===== src/rtl/dmac_engine.sv =====
`default_nettype none
// ============================================================================
// Module      : dmac_engine
// Description : Single-channel word-at-a-time DMA copy engine. Each iteration
//               reads one 32-bit word from the source address, then writes it
//               to the destination address with single-beat transactions.
//               Optional macro DMAC_ENGINE_ERR_EN enables abort-on-error for
//               non-OKAY read/write responses and the sticky error_o flag.
// Revision    : 1.0 - initial release
// ============================================================================
module dmac_engine #(
    parameter int LEN_W = 16
) (
    input  logic             clk,
    input  logic             rst_n,
    input  logic [31:0]      src_addr_i,
    input  logic [31:0]      dst_addr_i,
    input  logic [LEN_W-1:0] byte_len_i,
    input  logic             start_i,
    output logic             done_o,
    output logic             error_o,
    output logic             arvalid_o,
    output logic [31:0]      araddr_o,
    input  logic             arready_i,
    input  logic             rvalid_i,
    input  logic [31:0]      rdata_i,
    input  logic [1:0]       rresp_i,
    output logic             rready_o,
    output logic             awvalid_o,
    output logic [31:0]      awaddr_o,
    input  logic             awready_i,
    output logic             wvalid_o,
    output logic [31:0]      wdata_o,
    output logic [3:0]       wstrb_o,
    input  logic             wready_i,
    input  logic             bvalid_i,
    input  logic [1:0]       bresp_i,
    output logic             bready_o
);

    typedef enum logic [2:0] {
        IDLE  = 3'd0,
        RREQ  = 3'd1,
        RDATA = 3'd2,
        WREQ  = 3'd3,
        WRESP = 3'd4
    } state_t;

    state_t           r_state;
    state_t           w_next;
    logic [31:0]      r_src;
    logic [31:0]      r_dst;
    logic [31:0]      r_data;
    logic [LEN_W-1:0] r_rem;
    logic             r_aw_done;
    logic             r_w_done;

    logic             w_accept;
    logic             w_aw_hs;
    logic             w_w_hs;
    logic             w_last;
    logic             w_rd_err;
    logic             w_wr_err;

    assign w_accept = (r_state == IDLE) && start_i && (byte_len_i != '0);
    // Handshakes are formed from registered state only, so no ready/valid
    // input ever reaches a valid output combinationally.
    assign w_aw_hs  = (r_state == WREQ) && !r_aw_done && awready_i;
    assign w_w_hs   = (r_state == WREQ) && !r_w_done  && wready_i;
    assign w_last   = (r_rem <= LEN_W'(4));

    assign araddr_o = r_src;
    assign awaddr_o = r_dst;
    assign wdata_o  = r_data;

`ifdef DMAC_ENGINE_ERR_EN
    logic r_error;

    assign w_rd_err = (rresp_i != 2'b00);
    assign w_wr_err = (bresp_i != 2'b00);
    assign error_o  = r_error;

    // Sticky error flag: set by any non-OKAY response, cleared by a new start
    always_ff @(posedge clk or negedge rst_n) begin
        if (!rst_n) begin
            r_error <= 1'b0;
        end else if (w_accept) begin
            r_error <= 1'b0;
        end else if ((r_state == RDATA && rvalid_i && w_rd_err) ||
                     (r_state == WRESP && bvalid_i && w_wr_err)) begin
            r_error <= 1'b1;
        end
    end
`else
    logic w_unused_resp;

    // Responses are deliberately ignored when error handling is compiled out
    assign w_unused_resp = ^{rresp_i, bresp_i};
    assign w_rd_err      = 1'b0;
    assign w_wr_err      = 1'b0;
    assign error_o       = 1'b0;
`endif

    // State register
    always_ff @(posedge clk or negedge rst_n) begin
        if (!rst_n) begin
            r_state <= IDLE;
        end else begin
            r_state <= w_next;
        end
    end

    // Next-state decode and per-state channel outputs
    always_comb begin
        w_next    = r_state;
        done_o    = 1'b0;
        arvalid_o = 1'b0;
        rready_o  = 1'b0;
        awvalid_o = 1'b0;
        wvalid_o  = 1'b0;
        bready_o  = 1'b0;
        case (r_state)
            IDLE: begin
                done_o = 1'b1;
                if (w_accept) w_next = RREQ;
            end
            RREQ: begin
                arvalid_o = 1'b1;
                if (arready_i) w_next = RDATA;
            end
            RDATA: begin
                rready_o = 1'b1;
                if (rvalid_i) w_next = w_rd_err ? IDLE : WREQ;
            end
            WREQ: begin
                awvalid_o = !r_aw_done;
                wvalid_o  = !r_w_done;
                if ((r_aw_done || w_aw_hs) && (r_w_done || w_w_hs)) w_next = WRESP;
            end
            WRESP: begin
                bready_o = 1'b1;
                if (bvalid_i) w_next = (w_wr_err || w_last) ? IDLE : RREQ;
            end
            default: w_next = IDLE;
        endcase
    end

    // Byte strobe: partial only for a final word shorter than four bytes
    always_comb begin
        wstrb_o = 4'hF;
        if (r_rem < LEN_W'(4)) begin
            case (r_rem[1:0])
                2'd1:    wstrb_o = 4'b0001;
                2'd2:    wstrb_o = 4'b0011;
                2'd3:    wstrb_o = 4'b0111;
                default: wstrb_o = 4'hF;
            endcase
        end
    end

    // Address/length/data datapath and write-handshake tracking
    always_ff @(posedge clk or negedge rst_n) begin
        if (!rst_n) begin
            r_src     <= '0;
            r_dst     <= '0;
            r_rem     <= '0;
            r_data    <= '0;
            r_aw_done <= 1'b0;
            r_w_done  <= 1'b0;
        end else begin
            if (w_accept) begin
                r_src <= {src_addr_i[31:2], 2'b00};
                r_dst <= {dst_addr_i[31:2], 2'b00};
                r_rem <= byte_len_i;
            end
            if (r_state == RDATA && rvalid_i) begin
                r_data <= rdata_i;
            end
            if (r_state == WREQ) begin
                if (w_aw_hs) r_aw_done <= 1'b1;
                if (w_w_hs)  r_w_done  <= 1'b1;
            end else begin
                r_aw_done <= 1'b0;
                r_w_done  <= 1'b0;
            end
            // Addresses wrap naturally at 2^32
            if (r_state == WRESP && bvalid_i && !w_last && !w_wr_err) begin
                r_src <= r_src + 32'd4;
                r_dst <= r_dst + 32'd4;
                r_rem <= r_rem - LEN_W'(4);
            end
        end
    end

endmodule
`default_nettype wire


===== config.mk =====
export PLATFORM = sky130hd
export DESIGN_NAME = dmac_engine
export DESIGN_NICKNAME = d
export VERILOG_FILES = /design/src/rtl/dmac_engine.sv
export SDC_FILE = /design/constraint.sdc
export NUM_CORES = 1
export LEC_CHECK = 0
export ABC_AREA = 1
export CAP_MARGIN = 5
export CORE_AREA = 2 2 137 139
export DETAILED_ROUTE_END_ITERATION = 10
export DIE_AREA = 0 0 139 141
export GPL_TIMING_DRIVEN = 0
export PLACE_DENSITY = 0.7
export REMOVE_ABC_BUFFERS = 1
export SETUP_SLACK_MARGIN = 0.1
export SLEW_MARGIN = 20
export SYNTH_ARGS = -nofsm -noshare
export SYNTH_HDL_FRONTEND = slang
export SYNTH_SLANG_ARGS = --single-unit

===== constraint.sdc =====
create_clock -name clk -period 1.9 [get_ports clk]
set_clock_uncertainty 0.2 [all_clocks]
set_input_delay 0.38 -clock clk [delete_from_list [all_inputs] [get_ports clk]]
set_output_delay 0.38 -clock clk [all_outputs]
set_load 0.02 [all_outputs]

* Yosys cells after proc, flatten, opt, wreduce, memory -nomap -nowiden *
Index checks and enable logic that the tools add are counted.

operators by class
  shifts and indexed selects = 0
  equality and inequality tests = 14
  multiplexer cells = 25
  multipliers = 0
  $add $sub $neg = 3
  div/mod/pow operators = 0
  order comparisons = 2
  bitwise logic cells = 0
  reductions and logical operators = 19

operators by type and width
  operator               count
  $mux 32                4
  $add 32x3->32 const B  2
  $mux 16                2
  $le 16x3->1 const B    1
  $lt 16x3->1 const B    1
  $reduce_bool 16->1     1
  $sub 16x3->16 const B  1
  $mux 3                 5
  $pmux 3 s5             1
  $ne 2x2->1 const B     6
  $pmux 4 s3             1
  $mux 1                 11
  $logic_and 1x1->1      10
  $eq 3x2->1 const B     2
  $reduce_and 5->1       1
  $eq 2x2->1 const B     2
  $mux 4                 1
  $eq 3x1->1 const B     1
  $eq 3x3->1 const B     1
  $logic_not 1->1        3
  $logic_not 3->1        1
  $eq 2x1->1 const B     1
  $logic_or 1x1->1       2
  $ne 2x1->1 const B     1
  $reduce_bool 2->1      1

word-level totals
  latch bits = 0
  memories kept = 0
  bits in registers = 117
  RAM bits = 0
  memory bits (read-only) = 0

* Logic depth before layout (Yosys ltp) *
  word-level depth = 7
  depth in mapped cells = 13
  depth with buffers taken out = 12

* Least setup slack after synthesis *
OpenSTA, ideal clock, no wires.

  path type = reg2reg
  start point = register r_src[2] (netlist: araddr_o[2])
  end point = register r_src[24] (netlist: araddr_o[24])
  setup time = 0.125 ns
  slack = 0.060 ns
  cell stages (with the launch flop) = 9
  arrival time = 1.515 ns
  cells stage by stage = dfrtp_1 -> ha_1 -> nand3_1 -> nor2_1 -> nand3_1 -> nor2_1 -> nand2_1 -> nand3_1 -> nand3_1

between the ends
  longest elaborated chain between the ends = 2

RTL lines
  what                    RTL line  source
  from (decl)             51        logic [31:0] r_src;
  from (signal assigned)  172       r_src <= {src_addr_i[31:2], 2'b00};
  from (signal assigned)  188       r_src <= r_src + 32'd4;
  $add 32x3->32           188
  $mux 32                 187       if (r_state == WRESP && bvalid_i && !w_last && !w_wr_err) begin

Every way passes these cells.
A chain may end at the register's enable or synchronous reset.

* Worst setup path after layout *
  start point = register r_rem[13]
  end point = output port wstrb_o[1]

between the ends
  longest elaborated chain between the ends = 2

RTL lines
  what                    RTL line  source
  from (decl)             54        logic [LEN_W-1:0] r_rem;
  from (signal assigned)  174       r_rem <= byte_len_i;
  from (signal assigned)  190       r_rem <= r_rem - LEN_W'(4);
  $lt 16x3->1             151       if (r_rem < LEN_W'(4)) begin
  $mux 4                  151
  to (decl)               34        output logic [3:0] wstrb_o,

Every way passes these cells.

==> summary.txt <==
Outcome
  – Status: complete, but fails checks
  – Failing checks: negative setup slack

Critical path
  – Critical path startpoint category: register
  – Critical path type: reg2out
  – Worst Setup End Kind: output pin
  – Worst Path Max Fanout: 4
  – WP data arrival: 1610 ps
  – Required time worst endpoint: 1320 ps

Synth
  – Synth Warn #: 0
  – Number of synthesized flops with an enable pin: 0
  – Synthesized area per cell: 6.82 sq um
  – Top FF cell, synth: dfrtp_1
  – Cell taking the most area after synthesis: dfrtp_1
  – Most common cell in the synthesized netlist: nand2_1
  – Synth async-reset ratio: 1.00
  – Synthesized area: 7130 sq um
  – Yosys top cell area share: 0.397
  – Cell count after synthesis: 1045
  – Count of state elements after synthesis: 113
  – Post-synth cell types: 28
  – Main area contributors after synthesis: dfrtp_1 (40%), nand2_1 (22%), nand3_1 (9.5%)
  – Synth cell count leaders: nand2_1 (415), nor2_1 (140), nand3_1 (135), dfrtp_1 (113), inv_1 (79)
  – Post-synthesis sequential area ratio: 0.397

Timing
  – Final setup TNS: -7820 ps
  – RSZ-0062 raised after global routing: true
  – Setup-failing EPs final: 82
  – Final period util: 1.15
  – Period minus WS final: 2190 ps
  – Fin. Hold Viols: 0
  – Final Max Tran Viols: 0
  – Fmax: 456 MHz
  – Post-route setup slack: -293 ps
  – WHS: 250 ps

Final layout
  – Post-route cell area: 11800 sq um
  – Diode count: 0
  – Fillers: 1575
  – Share of cells above drive strength 1: 0.283
  – Synthesis-to-finish area growth: 65.9%
  – Layout Nets: 1465

Global route
  – Busiest layer in global routing: met2
  – GR Util All Layers: 0.270
  – GR Layer Usage met3: 0.0778
  – Vias in the first global route: 7656
  – Largest net degree at the start of global routing: 72
  – Gr ovfl total: 0
  – Grt met2 use: 0.445
  – Antenna violations before repair: 0
  – First-pass GRT wire length: 41200 microns
  – GR met1 Demand/Resource: 0.333

Pwr
  – LEAKAGE: 5.52 nW
  – Max VDD drop: 0.000908 V
  – Design Power: 0.0183 W
  – Power Density: 1540 nW/um^2

Clocking
  – CTS tree: done
  – Worst-case clock buffer depth: 2
  – Clk_lat worst skew: 420 ps
  – Clock Sink Count: 113
  – CTS root buf: clkbuf_16
  – Total CTS buffers: 17
  – Htree depth: 4
  – Clock-pin slew on the worst setup and hold paths: 60 ps

Min path
  – Worst min-delay path class: in2async

Placed design
  – Dpl hpwl: 15900 microns
  – Cell Area, Placed: 9440 sq um
  – GP Congestion: 0.937
  – Number of I/O port buffers: 216

Drt
  – Routed via count: 8234
  – DRT Pass-1 Iters: 5
  – DRC: 0
  – Drt initial violations: 530
  – Routed len/inst: 17.6 microns
  – WL final: 27800 microns
  – Post-route ant nets: 0
  – Vias per cell: 5.20

Floorplanning
  – Top-level I/O count: 231
  – Die X: 139 microns
  – Die Y: 141 microns
  – Die area: 19600 sq um
  – Row Count: 50
  – Initial core utilization: 0.390
  – Area of the core: 18300 sq um

Flow run
  – Number of max-cap violations: 0
## per-layer routing
layer  share of wire  wire length [microns]
met1            0.41                  11400
met2            0.48                  13200
met3           0.079                   2190
met4           0.037                   1030
met5               0                      0
## flip-flops by register name, indices dropped and copies added, names as in the netlist
| register | flops |
|---|---|
| r_rem | 16 |
| r_state | 3 |
| r_w_done | 1 |
| r_aw_done | 1 |
| araddr_o | 30 |
| awaddr_o | 30 |
| wdata_o | 32 |
## layout make-up
type / instances / area [sq um] / area share
clock buffer: 17 / 425 / 0.0360
clock inverter: 15 / 174 / 0.0147
inverter: 82 / 364 / 0.0308
multi-input combinational: 824 / 4660 / 0.394
sequential: 113 / 2860 / 0.242
tap: 234 / 293 / 0.0248
timing repair buffer: 282 / 2800 / 0.237
timing repair inverter: 15 / 243 / 0.0205
## repair_timing
action / in CTS / in global routing
pin swaps: 20 / 32
setup endpoints to repair: 212 / 130
hold buffers: 1 / 0
resized for setup: 363 / 184
cloned: 15 / 6
buffers inserted: 33 / 31
endpoints found under the hold margin: 42 / 0
## worst max-delay path, cell delays in order (launching register included)
cell and delay [ps]:
dfrtp_1 410, nor2_2 180, nand2_2 100, nor3_4 250, nand2_1 110, buf_6 140
## through the flow
| step | cells | util | worst slack (ps) |
|---|---|---|---|
| 5_1_grt | 1582 | 0.648 | -340 |
| 6_report | 1582 | 0.648 | -293 |
| 3_5_place_dp | 1466 | 0.517 | -1330 |
| 4_1_cts | 1547 | 0.606 | -326 |
| 2_1_floorplan | 1015 | - | -345 |
| 3_3_place_gp | 1465 | 0.515 | -4460 |
## worst paths after layout
kind / start / to / slack (ps) / depth (start not counted)
max: r_rem[13] / wstrb_o[1] / -290 / 5
min: rst_n / awaddr_o[10] / 250 / 2
max reg2reg: r_rem[3] / r_rem[4] / -150 / 14
min reg2reg: wdata_o[15] / wdata_o[15] / 300 / 1
max in group asynchronous: rst_n / r_state[0] / 510 / 3
min in group clk: wdata_o[15] / wdata_o[15] / 300 / 1
## power breakdown
| group | internal, W | switching (W) | leakage (nW) |
|---|---|---|---|
| Combinational | 0.00415 | 0.00563 | 3.87 |
| Clock | 0.00197 | 0.00133 | 0.288 |
| Sequential | 0.00364 | 0.00152 | 1.36 |
## cell usage in the layout (no fill, tap or decap), drive strengths merged, types with 2 or more instances in the layout
master	n
nor3	7
o21bai	5
dlygate4sd2	34
mux2	32
nand3b	14
or2	2
clkinvlp	2
inv	103
a21oi	3
nand4	4
xnor2	9
o21ai	16
nand3	136
nor2	146
ha	6
conb	6
clkdlybuf4s15	34
bufinv	2
dfrtp	113
and2	2
clkdlybuf4s50	114
xor2	13
buf	74
nand2	422
clkinv	5
clkbuf	42
## cells by family (layout without fill, tap and decap cells)
family / after synthesis / count (layout) / share of synthesized area
AO/OA/AOI/OAI: 25 / 25 / 0.0197
XOR/XNOR: 22 / 22 / 0.0270
adder cells (fa/ha/maj): 6 / 6 / 0.0105
buffers and inverters: 116 / 411 / 0.0711
flip-flops: 113 / 113 / 0.397
multiplexers: 32 / 32 / 0.0505
other: 2 / 6 / 0.00105
AND/OR/NAND/NOR: 729 / 733 / 0.424
No activity file was read; power rests on OpenSTA's default activity.
